**src/rtl/obi_bus_arbiter.sv**
```systemverilog
// Two-host (instruction/data) to one-device OBI arbiter with round-robin grant,
// grant-wait lock, and an in-order source-ID FIFO that routes device responses.
module obi_bus_arbiter #(
    parameter int MaxOutstanding = 2
) (
    input  logic        clock,
    input  logic        reset,

    input  logic        instr_req_i,
    input  logic [31:0] instr_addr_i,
    output logic        instr_gnt_o,
    output logic        instr_rvalid_o,
    output logic [31:0] instr_rdata_o,
    output logic        instr_err_o,

    input  logic        data_req_i,
    input  logic        data_we_i,
    input  logic [3:0]  data_be_i,
    input  logic [31:0] data_addr_i,
    input  logic [31:0] data_wdata_i,
    output logic        data_gnt_o,
    output logic        data_rvalid_o,
    output logic [31:0] data_rdata_o,
    output logic        data_err_o,

    output logic        dev_req_o,
    output logic        dev_we_o,
    output logic [3:0]  dev_be_o,
    output logic [31:0] dev_addr_o,
    output logic [31:0] dev_wdata_o,
    input  logic        dev_gnt_i,
    input  logic        dev_rvalid_i,
    input  logic [31:0] dev_rdata_i,
    input  logic        dev_err_i,

    output logic [2:0]  outstanding_o,
    output logic        protocol_err_o
);

    logic [MaxOutstanding-1:0] r_fifo;
    logic [MaxOutstanding-1:0] w_fifo_next;
    logic [2:0]                r_count;
    logic                      r_rr_next;
    logic                      r_lock_valid;
    logic                      r_lock_src;
    logic                      r_protocol_err;

    logic       w_sel_data;
    logic       w_sel_req;
    logic       w_has_slot;
    logic       w_push;
    logic       w_pop;
    logic       w_head;
    logic [2:0] w_wr_idx;

    // Source selection: a pending (ungranted) request keeps its source locked.
    always_comb begin
        w_sel_data = r_rr_next;
        if (r_lock_valid) begin
            w_sel_data = r_lock_src;
        end else if (data_req_i && !instr_req_i) begin
            w_sel_data = 1'b1;
        end else if (instr_req_i && !data_req_i) begin
            w_sel_data = 1'b0;
        end
    end

    assign w_sel_req  = w_sel_data ? data_req_i : instr_req_i;
    assign w_has_slot = (r_count < 3'(MaxOutstanding));

    assign dev_req_o   = w_sel_req && w_has_slot;
    assign dev_we_o    = w_sel_data ? data_we_i    : 1'b0;
    assign dev_be_o    = w_sel_data ? data_be_i    : 4'hF;
    assign dev_addr_o  = w_sel_data ? data_addr_i  : instr_addr_i;
    assign dev_wdata_o = w_sel_data ? data_wdata_i : 32'h0;

    assign w_push = dev_req_o && dev_gnt_i;
    assign w_pop  = dev_rvalid_i && (r_count != 3'd0);
    assign w_head = r_fifo[0];

    assign instr_gnt_o = w_push && !w_sel_data;
    assign data_gnt_o  = w_push &&  w_sel_data;

    assign instr_rvalid_o = w_pop && !w_head;
    assign data_rvalid_o  = w_pop &&  w_head;
    assign instr_rdata_o  = dev_rdata_i;
    assign data_rdata_o   = dev_rdata_i;
    assign instr_err_o    = dev_err_i && instr_rvalid_o;
    assign data_err_o     = dev_err_i && data_rvalid_o;

    assign outstanding_o  = r_count;
    assign protocol_err_o = r_protocol_err;

    // Head lives at index 0; a pop shifts down, and the push lands after the
    // surviving entries so a simultaneous push/pop on one entry becomes the head.
    assign w_wr_idx = r_count - {2'b00, w_pop};

    generate
        for (genvar gi = 0; gi < MaxOutstanding; gi++) begin : g_fifo
            logic w_shift_in;
            if (gi + 1 < MaxOutstanding) begin : g_mid
                assign w_shift_in = r_fifo[gi+1];
            end else begin : g_last
                assign w_shift_in = 1'b0;
            end
            assign w_fifo_next[gi] = (w_push && (w_wr_idx == 3'(gi))) ? w_sel_data :
                                     w_pop                             ? w_shift_in :
                                                                         r_fifo[gi];
        end
    endgenerate

    always_ff @(posedge clock) begin
        if (reset) begin
            r_fifo         <= '0;
            r_count        <= 3'd0;
            r_rr_next      <= 1'b1;
            r_lock_valid   <= 1'b0;
            r_lock_src     <= 1'b0;
            r_protocol_err <= 1'b0;
        end else begin
            r_fifo  <= w_fifo_next;
            r_count <= r_count + {2'b00, w_push} - {2'b00, w_pop};
            if (w_push) begin
                r_rr_next    <= ~w_sel_data;
                r_lock_valid <= 1'b0;
            end else if (dev_req_o) begin
                r_lock_valid <= 1'b1;
                r_lock_src   <= w_sel_data;
            end
            if (dev_rvalid_i && (r_count == 3'd0)) begin
                r_protocol_err <= 1'b1;
            end
        end
    end

endmodule

```
**config.mk**
```make
export PLATFORM = sky130hd
export DESIGN_NAME = obi_bus_arbiter
export DESIGN_NICKNAME = d
export VERILOG_FILES = /design/src/rtl/obi_bus_arbiter.sv
export SDC_FILE = /design/constraint.sdc
export NUM_CORES = 1
export LEC_CHECK = 0
export CAP_MARGIN = 30
export CELL_PAD_IN_SITES_DETAIL_PLACEMENT = 1
export CELL_PAD_IN_SITES_GLOBAL_PLACEMENT = 1
export CORE_MARGIN = 4
export CORE_UTILIZATION = 15
export CTS_CLUSTER_SIZE = 20
export DETAILED_ROUTE_END_ITERATION = 10
export HOLD_SLACK_MARGIN = 0.15
export PLACE_DENSITY = 0.85
export SYNTH_ARGS = -nofsm -noshare
export SYNTH_HDL_FRONTEND = slang
export SYNTH_SLANG_ARGS = --single-unit
```
**constraint.sdc**
```tcl
create_clock -name clock -period 7.2 [get_ports clock]
set_input_delay 2.16 -clock clock [delete_from_list [all_inputs] [get_ports clock]]
set_output_delay 2.16 -clock clock [all_outputs]
set_load 0.01 [all_outputs]
```
-- After elaboration in Yosys (flattened, before gate mapping)
Cells that the tools add are included.
- bits in registers: 9
- logic and storage cells: 51
- $add $sub $neg: 3
- magnitude comparators: 1
- equality and inequality tests: 1
- muxes and demuxes: 12
- bitwise logic cells: 2
- reduce and logical (&&, ||, !) cells: 25
- operators by type and width (operator ; count):
    two-way mux 32 bit ; 2
    logical AND 1 bit ; 14
    two-way mux 1 bit ; 9
    logical NOT 3 bit ; 2
    subtractor 3 x 1 -> 3 bit ; 2
    logical NOT 1 bit ; 4
    two-way mux 4 bit ; 1
    nonzero test 2 bit ; 2
    adder 3 x 1 -> 3 bit ; 1
    equality test 3 x 1 -> 1 bit, second input constant ; 1
    < comparator 3 x 2 -> 1 bit, second input constant ; 1
    nonzero test 3 bit ; 1
    NOT 1 bit ; 2
    AND reduction 2 bit ; 1
    OR reduction 2 bit ; 1

-- Longest topological paths before layout
- depth after elaboration: 10
- mapped depth: 11

-- Worst setup path after synthesis
OpenSTA, ideal clock, no wires.
- path type: input to output
- from: input port instr_req_i
- to: output port dev_addr_o[0]
- arrival: 3.221 ns
- data required time: 5.040 ns
- setup slack: 1.819 ns
- stages: 6
- cell sequence: nor2b_1 > o211a_1 > or2_1 > buf_6 > buf_12 > mux2_4
- word-level cells in the longest chain between the ends: 5
- RTL lines (item ; RTL line ; source):
    start, declared ; 9 ; input logic instr_req_i,
    logical AND 1 bit or logical NOT 1 bit (tied branches) ; 63, 61 ;
    two-way mux 1 bit or logical AND 1 bit (tied branches) ; 63, 61 ;
    two-way mux 1 bit (*) ; 61 ; end else if (data_req_i && !instr_req_i) begin
    two-way mux 1 bit (*) ; 59 ; if (r_lock_valid) begin
    two-way mux 32 bit (*) ; 74 ; assign dev_addr_o = w_sel_data ? data_addr_i : instr_addr_i;
    end, declared ; 29 ; output logic [31:0] dev_addr_o,
Mark *: on every way between the ends. The rest lies on a longest branch, timed or not.

-- Worst setup path after layout
- from: input port instr_req_i
- to: output port dev_addr_o[31]
The elaborated chain is that of the path after synthesis.

==> results.rst <==
.. list-table::
   :header-rows: 1

   * - Metric
     - Value
   * - Result of the run
     - complete, no violations
   * - Layout overhead on the synthesized area
     - 84.8%
   * - Overall via count from detail_route
     - 1,824
   * - Number of cells in the finished layout apart from fillers
     - 470
   * - Max clock buf depth
     - 2
   * - Combined area of the multi-input logic cells
     - 0.00106 mm2
   * - Biggest area contributors in the synthesized netlist
     - sky130_fd_sc_hd__buf_4 26%, sky130_fd_sc_hd__mux2_4 25%, sky130_fd_sc_hd__and2_1 12%
   * - Class of the most critical setup path
     - input pin to output port
   * - Net count of the finished layout
     - 470
   * - Number of failing hold endpoints at the final stage
     - 0
   * - Post-CTS setup buffer count
     - 0
   * - Wire length per cell after detailed routing
     - 15.7 um
   * - Max_slew headroom
     - 36.1%
   * - Post-route DRC
     - 0
   * - Combined area of all synthesized cells
     - 0.00184 mm2
   * - Share of the yosys chip area belonging to registers
     - 9.78%
   * - Clock transition at path regs
     - 0.04 ns
   * - Clock sink count
     - 9
   * - CTS Hold Buffers Added
     - 0
   * - Fraction of layout instances using a drive strength above 1
     - 11.1%
   * - Peak supply drop
     - 0.137 mV
   * - Setup slack, reg-to-reg
     - 4.52 ns
   * - Predominant post-synthesis flop cell
     - sky130_fd_sc_hd__dfxtp_1
   * - Post-Synthesis Mean Instance Area
     - 9.03 um2
   * - CP arrival
     - 4.64 ns
   * - Inst Count DP
     - 466
   * - Global placement routability congestion
     - 0.814
   * - Clock Skew
     - 0.000523 ns
   * - Number of instances in the synthesized netlist
     - 204
   * - Synth unique cells
     - 32
   * - Initial core utilization
     - 15.3%
   * - Detailed Route WL
     - 7360 um
   * - Combined flip-flop and latch cell area
     - 180 um2
   * - Crit path capture type
     - output port
   * - Fraction of synthesized cell area taken by the top area cell type
     - 26.1%
   * - Warning count from the yosys run
     - 0
   * - Count of filler cells inserted in the layout
     - 1,396
   * - Count of H-tree levels built during CTS
     - 1
   * - CTS tree
     - done
   * - Fmax achieved
     - 0.147 GHz
   * - CTS Buf Count
     - 3
   * - Site row count
     - 40
   * - Core ar.
     - 0.0120 mm2
   * - Proportion of register bits with asynchronous set or reset after synthesis
     - 0%
   * - LEAKAGE
     - 1.37 nW
   * - EDFF count, synth
     - 0
   * - Final ANT Viol Nets
     - 0
   * - Core utilization of the finished layout
     - 28.3%
   * - Average via count per standard cell
     - 3.88
   * - DRC violation total after the first TritonRoute iteration
     - 38
   * - Maximum fanout along the worst path
     - 71
   * - Vertical die dimension
     - 119 um
   * - Cell area after layout
     - 0.00340 mm2
   * - Pwr dens
     - 241 mW/mm2
   * - Aggregate global routing overflow
     - 0
   * - Slew Limit Fails
     - 0
   * - Syn_nets
     - 350
   * - Antenna diodes
     - 0
   * - Total die area
     - 0.0141 mm2
   * - Post-cts resize count
     - 0
   * - DR pass1 iterations
     - 4
   * - Flip-flop and latch count after synthesis
     - 9
   * - TNS Setup
     - 0 ns
   * - Via count of the first global-routing pass
     - 1,953
   * - Wire length of the first global-routing pass
     - 11,100 um
   * - Gr usage total
     - 9.66%
   * - Instance area after placement
     - 0.00332 mm2
   * - Number of maximum-capacitance violations
     - 0
   * - Number of setup violations in the final report
     - 0
   * - Dpl hpwl
     - 6250 um
   * - Share of the clock period used by the worst path
     - 94.5%
   * - Worst Tran Pin Value
     - 0.958 ns
   * - Startpoint type of the worst setup path
     - input pin
   * - Post-synthesis cell type with the largest combined area
     - sky130_fd_sc_hd__buf_4
   * - Antenna violations before repair
     - 1
   * - Number of buffers added on ports
     - 187
   * - Die span in x
     - 119 um
   * - Buffer cell driving the clock tree root
     - sky130_fd_sc_hd__clkbuf_16
   * - Unrepaired setup endpoints after global routing
     - false
   * - Minimum clock period
     - 6.80 ns
   * - Critical path data required time
     - 5.04 ns
   * - Clock Latency Late Sink
     - 0.24 ns
   * - Worst min-delay path category
     - flip-flop to flip-flop
   * - Ports
     - 284
   * - Maximum number of pins on one net before global-route repair
     - 72
[synth_stat cells, types with 2 or more instances]
cell / n
sky130_fd_sc_hd__o211a_1: 2
sky130_fd_sc_hd__dfxtp_1: 9
sky130_fd_sc_hd__clkbuf_1: 2
sky130_fd_sc_hd__mux2i_1: 3
sky130_fd_sc_hd__a211oi_1: 3
sky130_fd_sc_hd__nor2b_1: 4
sky130_fd_sc_hd__buf_4: 64
sky130_fd_sc_hd__o21ai_0: 2
sky130_fd_sc_hd__ha_1: 5
sky130_fd_sc_hd__nor2_1: 6
sky130_fd_sc_hd__buf_6: 2
sky130_fd_sc_hd__and2_1: 36
sky130_fd_sc_hd__nand2b_1: 6
sky130_fd_sc_hd__a21oi_1: 2
sky130_fd_sc_hd__mux2_4: 31
sky130_fd_sc_hd__nand3b_1: 2
sky130_fd_sc_hd__buf_12: 3
sky130_fd_sc_hd__inv_1: 8
[logic make-up after synthesis]
kind of cell | synth area share (%)
mux | 27.5
buf+inv | 32.9
simple gates | 19.0
flops | 9.78
xor+xnor | 0.951
fa+ha+maj | 4.48
compound gates | 5.43
[worst max-delay path, cell delays in order]
cell	delay [ns]
sky130_fd_sc_hd__clkdlybuf4s50_1	0.48
sky130_fd_sc_hd__nor2b_1	0.14
sky130_fd_sc_hd__o211a_1	0.18
sky130_fd_sc_hd__or2_4	0.73
sky130_fd_sc_hd__mux2_2	0.42
sky130_fd_sc_hd__clkdlybuf4s50_1	0.47
[where the power goes]
part | switching [mW] | leakage (nW) | internal [mW]
Sequential | 0.0146 | 0.0743 | 0.0660
Clock | 0.0258 | 0.0382 | 0.0742
Combinational | 0.250 | 1.26 | 0.388
[stage by stage]
stage               setup slack [ns]  hold WS (ns)  power (mW)
global route                   0.231         0.523       0.878
floorplan                       1.82         0.444       0.470
detailed placement             0.383         0.470       0.725
CTS                            0.373         0.489       0.833
finish                         0.395         0.482       0.819
global placement               0.478         0.467       0.708
[path summary, 6_finish.rpt]
| path | start | endpoint | cells past startpoint |
|---|---|---|---|
| worst max-delay path | instr_req_i | dev_addr_o[31] | 6 |
| worst min-delay path | protocol_err_o$_SDFFE_PP0P_ | protocol_err_o$_SDFFE_PP0P_ | 2 |
| worst max register to register | outstanding_o[1]$_SDFF_PP0_ | outstanding_o[2]$_SDFF_PP0_ | 11 |
| worst min register to register | protocol_err_o$_SDFFE_PP0P_ | protocol_err_o$_SDFFE_PP0P_ | 2 |
[registers in the layout (all words and copies together) (netlist names)]
signal and count:
r_lock_src 1, protocol_err_o 1, r_rr_next 1, r_lock_valid 1, outstanding_o 3, r_fifo 2
[area by class of cell]
| type | instances | area share (%) |
|---|---|---|
| inverters | 8 | 0.882 |
| multi-input cells | 115 | 31.1 |
| well taps | 147 | 5.40 |
| repair buffers | 187 | 55.0 |
| flip-flops and latches | 9 | 5.29 |
| clock buffers | 4 | 2.32 |
[cell usage in the layout, fill, tap and decap left out, types with 2 or more instances in the layout]
cell type / n
sky130_fd_sc_hd__clkdlybuf4s50_1: 187
sky130_fd_sc_hd__clkbuf_16: 3
sky130_fd_sc_hd__nand3b_1: 2
sky130_fd_sc_hd__inv_1: 8
sky130_fd_sc_hd__a211oi_1: 3
sky130_fd_sc_hd__o21ai_0: 2
sky130_fd_sc_hd__a21oi_1: 2
sky130_fd_sc_hd__mux2_4: 31
sky130_fd_sc_hd__nor2b_1: 4
sky130_fd_sc_hd__and2_1: 36
sky130_fd_sc_hd__dfxtp_1: 9
sky130_fd_sc_hd__nand2b_1: 6
sky130_fd_sc_hd__mux2i_1: 3
sky130_fd_sc_hd__nor2_1: 6
sky130_fd_sc_hd__o211a_1: 2
sky130_fd_sc_hd__ha_1: 5
[layer usage]
metal | GRT usage [%] | wire (um) | up-vias
met5 | 2.57 | 59 | -
met4 | 1.30 | 44 | 4
met3 | 6.98 | 1220 | 12
met2 | 14.3 | 3080 | 184
met1 | 11.4 | 2950 | 785
li1 | - | - | 839
(Power assumes the default switching activity.)
